--- src/rtl/matrix_bram_pkg.sv ---
// Shared definitions for the matrix storage BRAM. The storage manager
// (writer) and the storage reader both import this package so that slot
// layout and header format are defined in one place.
//
// Slot layout (BLOCK_SIZE words per slot):
//   word 0 : {rows[31:24], cols[23:16], 16'h0}
//   word 1 : name bytes 0..3 (byte 0 in [31:24])
//   word 2 : name bytes 4..7
//   word 3+: row-major element words
package matrix_bram_pkg;

    localparam int BLOCK_SIZE   = 1152;
    localparam int HEADER_WORDS = 3;
    localparam int HDR_DIM_ADDR = 0;
    localparam int HDR_NAME_HI  = 1;
    localparam int HDR_NAME_LO  = 2;
    localparam int MAX_DIM      = 32;

    typedef enum logic [2:0] {
        RD_IDLE,
        RD_HDR,
        RD_ERR,
        RD_FETCH,
        RD_OUT,
        RD_DONE
    } rd_state_e;

    // First word address of a slot. The caller truncates to its address width.
    function automatic int unsigned slot_base(input logic [2:0] id,
                                              input int unsigned blk = BLOCK_SIZE);
        return {29'd0, id} * blk;
    endfunction

endpackage

--- src/rtl/bram_word_fetch.sv ---
// Single-word BRAM fetch unit.
// Registers an address into the storage read port on `issue` and counts
// READ_LATENCY cycles with a valid shift register. `word_valid` is high in
// the cycle whose closing edge is the capture edge (issue edge +
// READ_LATENCY); the consumer registers `word_data` on that edge.
// `busy` covers the whole flight including the capture cycle, so a new
// address can never overtake an outstanding capture.
//
// Ports:
//   clk, rst_n            clock, async active-low reset
//   issue, issue_addr     start a fetch (ignored by design contract when busy)
//   bram_addr             registered BRAM read address
//   bram_data             BRAM read data
//   busy                  a fetch is in flight
//   word_valid, word_data capture strobe and the word to capture
module bram_word_fetch #(
    parameter int DATA_WIDTH   = 32,
    parameter int ADDR_WIDTH   = 14,
    parameter int READ_LATENCY = 2
) (
    input  logic                  clk,
    input  logic                  rst_n,
    input  logic                  issue,
    input  logic [ADDR_WIDTH-1:0] issue_addr,
    output logic [ADDR_WIDTH-1:0] bram_addr,
    input  logic [DATA_WIDTH-1:0] bram_data,
    output logic                  busy,
    output logic                  word_valid,
    output logic [DATA_WIDTH-1:0] word_data
);

    // vld_pipe[k] set means k edges have passed since the address was issued.
    logic [READ_LATENCY:1] vld_pipe;

    always_ff @(posedge clk or negedge rst_n) begin
        if (!rst_n) begin
            bram_addr <= '0;
            vld_pipe  <= '0;
        end else begin
            if (issue) bram_addr <= issue_addr;
            vld_pipe[1] <= issue;
            for (int k = 2; k <= READ_LATENCY; k++) vld_pipe[k] <= vld_pipe[k-1];
        end
    end

    assign busy       = |vld_pipe;
    assign word_valid = vld_pipe[READ_LATENCY];
    assign word_data  = bram_data;

endmodule

--- src/rtl/matrix_storage_reader.sv ---
// Matrix storage reader.
// On an accepted read_request, fetches the 3-word header of slot matrix_id,
// validates the dimensions, then streams rows*cols element words over a
// valid/ready interface, one fetch per element.
//
// Ports:
//   clk, rst_n                  clock, async active-low reset
//   read_request/read_ready     start pulse / idle indication
//   matrix_id                   slot index, sampled on accept
//   bram_addr/bram_data         storage read port
//   actual_rows/cols, matrix_name, header_valid   decoded header
//   data_out/valid/ready/last   element stream
//   read_done/read_error        completion / illegal-header pulses
module matrix_storage_reader #(
    parameter int BLOCK_SIZE   = matrix_bram_pkg::BLOCK_SIZE,
    parameter int DATA_WIDTH   = 32,
    parameter int ADDR_WIDTH   = 14,
    parameter int READ_LATENCY = 2,
    parameter int MAX_DIM      = matrix_bram_pkg::MAX_DIM
) (
    input  logic                  clk,
    input  logic                  rst_n,
    input  logic                  read_request,
    output logic                  read_ready,
    input  logic [2:0]            matrix_id,
    output logic [ADDR_WIDTH-1:0] bram_addr,
    input  logic [DATA_WIDTH-1:0] bram_data,
    output logic [7:0]            actual_rows,
    output logic [7:0]            actual_cols,
    output logic [7:0]            matrix_name [0:7],
    output logic                  header_valid,
    output logic [DATA_WIDTH-1:0] data_out,
    output logic                  data_valid,
    input  logic                  data_ready,
    output logic                  data_last,
    output logic                  read_done,
    output logic                  read_error
);

    import matrix_bram_pkg::*;

    rd_state_e state_q, state_d;

    logic [ADDR_WIDTH-1:0] base_q;
    logic [1:0]            hdr_issued;   // header words already addressed
    logic [15:0]           count_q;
    logic [15:0]           idx_q;

    logic                  issue;
    logic [ADDR_WIDTH-1:0] issue_addr;
    logic                  busy;
    logic                  word_valid;
    logic [DATA_WIDTH-1:0] word_data;

    logic hdr_check;
    logic hdr_bad;

    bram_word_fetch #(
        .DATA_WIDTH  (DATA_WIDTH),
        .ADDR_WIDTH  (ADDR_WIDTH),
        .READ_LATENCY(READ_LATENCY)
    ) u_fetch (
        .clk       (clk),
        .rst_n     (rst_n),
        .issue     (issue),
        .issue_addr(issue_addr),
        .bram_addr (bram_addr),
        .bram_data (bram_data),
        .busy      (busy),
        .word_valid(word_valid),
        .word_data (word_data)
    );

    // All three header words are addressed and the last one has landed.
    assign hdr_check = (state_q == RD_HDR) && !busy && (hdr_issued == 2'd3);
    assign hdr_bad   = (actual_rows == 8'd0) || (actual_cols == 8'd0) ||
                       (actual_rows > 8'(MAX_DIM)) || (actual_cols > 8'(MAX_DIM));

    // ---------------- state register ----------------
    always_ff @(posedge clk or negedge rst_n) begin
        if (!rst_n) state_q <= RD_IDLE;
        else        state_q <= state_d;
    end

    // ---------------- next state ----------------
    always_comb begin
        state_d = state_q;
        unique case (state_q)
            RD_IDLE:  if (read_request) state_d = RD_HDR;
            RD_HDR:   if (hdr_check) state_d = hdr_bad ? RD_ERR : RD_FETCH;
            RD_ERR:   state_d = RD_IDLE;
            RD_FETCH: if (word_valid) state_d = RD_OUT;
            RD_OUT:   if (data_ready) state_d = data_last ? RD_DONE : RD_FETCH;
            RD_DONE:  state_d = RD_IDLE;
            default:  state_d = RD_IDLE;
        endcase
    end

    // ---------------- outputs / fetch control ----------------
    always_comb begin
        read_ready = (state_q == RD_IDLE);
        read_error = (state_q == RD_ERR);
        read_done  = (state_q == RD_DONE);
        issue      = 1'b0;
        issue_addr = base_q;
        unique case (state_q)
            RD_IDLE: begin
                issue      = read_request;
                issue_addr = ADDR_WIDTH'(slot_base(matrix_id, BLOCK_SIZE));
            end
            RD_HDR: begin
                issue      = !busy && (hdr_issued != 2'd3);
                issue_addr = base_q + ADDR_WIDTH'(hdr_issued);
            end
            RD_FETCH: begin
                // busy stays high through the capture cycle, so this issues
                // exactly once per element
                issue      = !busy;
                issue_addr = base_q + ADDR_WIDTH'(HEADER_WORDS) + ADDR_WIDTH'(idx_q);
            end
            default: ;
        endcase
    end

    // ---------------- datapath ----------------
    always_ff @(posedge clk or negedge rst_n) begin
        if (!rst_n) begin
            base_q       <= '0;
            hdr_issued   <= '0;
            count_q      <= '0;
            idx_q        <= '0;
            actual_rows  <= '0;
            actual_cols  <= '0;
            header_valid <= 1'b0;
            data_out     <= '0;
            data_valid   <= 1'b0;
            data_last    <= 1'b0;
            for (int b = 0; b < 8; b++) matrix_name[b] <= 8'h00;
        end else begin
            header_valid <= 1'b0;

            if (state_q == RD_IDLE && read_request) begin
                base_q     <= issue_addr;
                hdr_issued <= 2'd1;
            end

            if (state_q == RD_HDR) begin
                if (issue) hdr_issued <= hdr_issued + 2'd1;
                // one word in flight, so the landing word is the last one addressed
                if (word_valid) begin
                    unique case (hdr_issued - 2'd1)
                        2'(HDR_DIM_ADDR): begin
                            actual_rows <= word_data[31:24];
                            actual_cols <= word_data[23:16];
                        end
                        2'(HDR_NAME_HI):
                            for (int b = 0; b < 4; b++) matrix_name[b] <= word_data[31-8*b -: 8];
                        2'(HDR_NAME_LO):
                            for (int b = 0; b < 4; b++) matrix_name[4+b] <= word_data[31-8*b -: 8];
                        default: ;
                    endcase
                end
                if (hdr_check && !hdr_bad) begin
                    header_valid <= 1'b1;
                    count_q      <= 16'(actual_rows) * 16'(actual_cols);
                    idx_q        <= '0;
                end
            end

            if (state_q == RD_FETCH && word_valid) begin
                data_out   <= word_data;
                data_valid <= 1'b1;
                data_last  <= (idx_q == count_q - 16'd1);
            end

            if (state_q == RD_OUT && data_ready) begin
                data_valid <= 1'b0;
                data_last  <= 1'b0;
                idx_q      <= idx_q + 16'd1;
            end
        end
    end

endmodule
--- config.mk ---
export PLATFORM = sky130hd
export DESIGN_NAME = matrix_storage_reader
export DESIGN_NICKNAME = d
export VERILOG_FILES = /design/src/rtl/matrix_bram_pkg.sv /design/src/rtl/bram_word_fetch.sv /design/src/rtl/matrix_storage_reader.sv
export SDC_FILE = /design/constraint.sdc
export NUM_CORES = 1
export LEC_CHECK = 0
export ABC_AREA = 1
export BUFFER_PORTS_ARGS = -buffer_cell sky130_fd_sc_hd__buf_2
export CORE_ASPECT_RATIO = 0.6
export CORE_UTILIZATION = 43
export CTS_CLUSTER_SIZE = 10
export DETAILED_ROUTE_END_ITERATION = 10
export GPL_ROUTABILITY_DRIVEN = 0
export HOLD_SLACK_MARGIN = 0.1
export PLACE_DENSITY = 0.61
export SLEW_MARGIN = 10
export SYNTH_ARGS = -nofsm -noshare
export SYNTH_HDL_FRONTEND = slang
export SYNTH_SLANG_ARGS = --single-unit
export TNS_END_PERCENT = 5
--- constraint.sdc ---
create_clock -name clk -period 7.55 [get_ports clk]
set_input_delay 1.51 -clock clk [delete_from_list [all_inputs] [get_ports clk]]
set_output_delay 1.51 -clock clk [all_outputs]
set_load 0.02 [all_outputs]
# ---- Word level (Yosys, flattened, before mapping)
# Index checks and enable logic that the tools add are counted.
dict set report op_classes {
  add_sub_neg 7
  mul 2
  magnitude_cmp 2
  n_eq_ne 14
  mux 21
  n_reduce_logical 26
}
# cell count
set op_table {}
lappend op_table {{$mux 16} 3}
lappend op_table {{$pmux 14 s3} 1}
lappend op_table {{$add 16x1->16 const B} 1}
lappend op_table {{$eq 16x16->1} 1}
lappend op_table {{$gt 8x6->1 const B} 2}
lappend op_table {{$logic_not 8->1} 2}
lappend op_table {{$mul 8x8->16} 1}
lappend op_table {{$sub 16x1->16 const B} 1}
lappend op_table {{$mux 3} 5}
lappend op_table {{$add 14x14->14} 1}
lappend op_table {{$add 14x2->14} 1}
lappend op_table {{$add 14x2->14 const B} 1}
lappend op_table {{$pmux 3 s4} 1}
lappend op_table {{$reduce_and 3->1} 3}
lappend op_table {{$ne 2x2->1 const B} 4}
lappend op_table {{$logic_and 1x1->1} 7}
lappend op_table {{$mul 3x4->7 const B} 1}
lappend op_table {{$mux 1} 7}
lappend op_table {{$eq 3x2->1 const B} 2}
lappend op_table {{$eq 3x3->1 const B} 2}
lappend op_table {{$mux 2} 3}
lappend op_table {{$reduce_bool 2->1} 3}
lappend op_table {{$eq 2x2->1 const B} 2}
lappend op_table {{$reduce_and 2->1} 2}
lappend op_table {{12 further kinds} 15}
dict set report word_totals {
  ff_bits 182
  in_bits 39
}

# ---- Longest topological paths before layout
dict set report logic_depth {
  word_depth 9
  depth_mapped 21
}

# ---- Modules after synthesis
# From an unflattened synthesis, not the netlist that was laid out.
dict set report unflattened {
  hier_cells 1399
  hier_area_um2 11292.1
}
# mod n_inst cells_per_inst area_per_inst_um2 seq_area_each_um2
set by_module_without_submodules {}
lappend by_module_without_submodules {matrix_storage_reader 1 1305 10465.0 4154.0}
lappend by_module_without_submodules {bram_word_fetch 1 94 827.0 400.4}

# ---- Worst setup path after synthesis
# Ideal clock, no wire load.
dict set report synth_timing {
  path_type {register to register}
  startpoint {register actual_cols[5]}
  endpoint {register count_q[12]}
  setup_ns 0.126
  arrival_time_ns 4.045
  t_required_ns 7.424
  slack_ns 3.379
  stages_incl_launch_ff 17
  synth_period_minus_slack_ns 4.171
  cell_sequence {dfrtp_1 > clkbuf_1 > nand2_1 > fa_1 > fa_1 > inv_1 > fa_1 > inv_1 > fa_1 > inv_1 > ha_1 > a21oi_1 > o21a_1 > nand2_1 > a21oi_1 > xor2_1 > o21ai_0}
}
dict set report synth_via {
  elab_chain_cells 7
  elab_cells_between_ends 9
  cone_classes {1 x mul; 1 x order compare; 7 x reduce/logical}
}
# item line
set synth_lines {}
lappend synth_lines {{start: declaration} matrix_storage_reader.sv:29} ;# output logic [7:0] actual_cols,
lappend synth_lines {{start signal: assignment} matrix_storage_reader.sv:154} ;# actual_cols <= word_data[23:16];
lappend synth_lines {{parallel branches: the longest is 7 deep, another holds $mul 8x8->16} --}
lappend synth_lines {{end signal: assignment} matrix_storage_reader.sv:165} ;# count_q <= 16'(actual_rows) * 16'(actual_cols);
lappend synth_lines {{end: declaration} matrix_storage_reader.sv:46} ;# logic [15:0] count_q;
# Parallel ways; which one is timed is not known.
# A chain may end at the register's enable or synchronous reset.

# ---- Worst setup path in the final report
dict set report layout_timing {
  startpoint {register actual_rows[0]}
  endpoint {register count_q[14]}
}
dict set report layout_via {
  elab_chain_cells 7
  elab_cells_between_ends 9
  cone_classes {1 x mul; 1 x order compare; 7 x reduce/logical}
}
# item line
set layout_lines {}
lappend layout_lines {{start: declaration} matrix_storage_reader.sv:28} ;# output logic [7:0] actual_rows,
lappend layout_lines {{start signal: assignment} matrix_storage_reader.sv:153} ;# actual_rows <= word_data[31:24];
lappend layout_lines {{parallel branches: the longest is 7 deep, another holds $mul 8x8->16} --}
# Parallel ways; which one is timed is not known.

==> qor.txt <==
CTS Root Buffer Type -> clkbuf_16
#FFs+latches synth -> 182
Synth Instances -> 1415
clock sink count -> 182
Post-synth EDFFs -> 0
type of the worst setup path -> flip-flop to flip-flop
vias in the first global route -> 8767
CTS clk-pin slew, worst paths -> 0.07 ns
CTS tree -> done
I/O pin count -> 171
worst hold path class -> flip-flop to flip-flop
post-route insts no fill -> 1924
CTS hold repair buffers -> 0
Worst Setup SP -> actual_rows[0]
Yosys top cell area share -> 0.408
Unique masters post-synth -> 39
grt ovf -> 0
most frequent cell after synthesis -> nand2_1
Synth Warn # -> 0
Total Die Area -> 0.0267 sq mm
Worst path slowest cell -> fa_1
first-pass GRT wire length -> 47800 microns
critical path endpoint category -> flip-flop
placement row count -> 45
post-CTS sizing -> 0
placed cells -> 1892
Clock Tree Buf Depth -> 2
clock skew -> 0.0115 ns
Max Slew Vio Count -> 0
Post-synth top cells -> 388 x nand2_1, 236 x inv_1, 182 x dfrtp_1
via count -> 9460
measured slew at the worst slew-check pin -> 1.05 ns
crit path buf inv count -> 3
post-route ant nets -> 0
final net count -> 1704
P&R area growth vs syn -> 15.1%
final hold violations -> 0
Reg2Reg Setup Slack -> 3.22 ns
reg2reg start -> actual_rows[0]
Crit path top cell by count -> fa_1
synthesized cell area -> 0.0112 sq mm
crit share post-route -> 0.573
setup violators final -> 0
initial antenna violation count -> 1
Max-Cap Viols -> 0
DRT iter0 DRCs -> 638
final core utilization -> 0.506
syn avg cell area -> 7.90 sq um
ant diodes -> 0
delay-heaviest family, CP -> adder cells
IO buf count -> 170
die outline height -> 127 microns
CTS HTree Levels -> 4
startpoint types -> flip-flop
largest net degree at the start of global routing -> 89
Die Width -> 210 microns
main flop type after synthesis -> dfrtp_1
Via density -> 4.92
async set-reset flop share out of synthesis -> 1.00
worst rel slew slack -> 0.300
Crit Path Max Fanout -> 11
DRT Pass-1 Iters -> 5
outcome -> finished, final reports clean
detailed placement HPWL -> 22300 microns
register area share after synthesis -> 0.408
syn nets -> 1560
Area contributors post-synth -> dfrtp_1 41%, nand2_1 13%, inv_1 7.9%, o21ai_0 7.7%, ha_1 7.6%
crit path DAT -> 4.61 ns
wire length per cell -> 15.3 microns
initial core utilization -> 0.440
layout cells sized above 1 -> 0.150
clk_lat worst skew -> 0.45 ns
Setup WS post-layout -> 3.22 ns
placement-stage worst setup slack -> 3.25 ns
Routed WL -> 29400 microns
Hold Startpoint -> u_fetch.vld_pipe[1]
setup_tns -> 0 ns
Worst path max stage delay -> 0.56 ns
post-CTS setup repair buffer count -> 0
Worst Path Required -> 7.84 ns
Residual DRC -> 0
core area -> 0.0254 sq mm
area leader, netlist -> dfrtp_1
RSZ-0062 raised after global routing -> no
CP Cell Sequence -> nand2_1 -> fa_1 -> fa_1 -> inv_1 -> fa_1 -> inv_1 -> fa_1 -> inv_1 -> ha_1 -> a21oi_1 -> o21a_1 -> nand2_1 -> a21oi_1 -> xor2_1 -> o21ai_0
fin crit period -> 4.33 ns
CTS buffer count -> 17
Peak Freq -> 231 MHz
Total GRT Usage -> 0.230
layer usage:
metal  vias up  wire length [microns]  track usage
met2       244                  11500        0.301
met1      4480                  15300        0.364
li1       4718                      -            -
met3        16                   2350       0.0706
met4         2                    209       0.0434
met5         -                      8            0
state kept, by name, indices dropped and copies added (netlist names):
name               count
state_q                3
data_out              32
u_fetch.bram_addr     14
data_valid             1
count_q               16
u_fetch.vld_pipe       2
idx_q                 16
matrix_name           64
actual_cols            8
actual_rows            8
header_valid           1
data_last              1
base_q                14
hdr_issued             2
final timing paths:
path / endpoint / depth (start not counted)
max reg2reg: count_q[14] / 15
min: u_fetch.vld_pipe[2] / 0
min in group asynchronous: u_fetch.bram_addr[13] / 1
min reg2reg: u_fetch.vld_pipe[2] / 0
max in group asynchronous: data_out[7] / 2
max: count_q[14] / 15
layout by cell type, fill, tap and decap left out, types with 6 or more instances in the layout:
cell type / instances
nor3_1: 12
clkbuf_16: 17
a21oi_1: 37
xor2_1: 13
fa_1: 38
inv_1: 235
o21ai_0: 171
buf_2: 169
nor2_2: 6
inv_2: 7
nand4_1: 12
dfrtp_1: 182
nand2_1: 388
xnor2_1: 11
nor2_1: 72
nand3b_1: 6
ha_1: 68
nand3_2: 10
nand3_1: 64
kinds of logic (layout without fill, tap and decap cells):
logic type | count (synthesis) | after routing | synth area share
xor gates and xnor gates | 24 | 24 | 0.0188
AOI/OAI and AO/OA | 229 | 229 | 0.106
muxes | 1 | 1 | 0.000896
adders and majority gates | 106 | 106 | 0.144
buffers and inverters | 294 | 451 | 0.104
and+or+nand+nor | 579 | 579 | 0.218
DFF | 182 | 182 | 0.408
area by class of cell:
cell class	instances	area, sq um
fill	2496	12500
multi-input combinational	939	5460
sequential	182	4550
inverter	244	916
timing repair buffer	175	897
tap	352	440
clock buffer	19	433
clock inverter	13	160
worst reg2reg max path, delay by kind of cell, from the launching register on:
kind                     cells  cell delay, ns
adder cells (fa/ha/maj)      5            2.48
buffers and inverters        3            0.15
AO/OA/AOI/OAI                4            0.60
flip-flops                   1            0.55
XOR/XNOR                     1            0.15
AND/OR/NAND/NOR              2            0.25
per-stage QoR:
stage	hold slack [ns]	area [sq um]
final	0.385	12900
after global routing	0.410	12900
after CTS	0.390	12900
after detailed placement	0.364	12300
after global placement	0.363	12300
after floorplan	0.354	11200
Power is not shown: default switching activity piles up to over one toggle a cycle in this logic, so the estimate is an artifact.
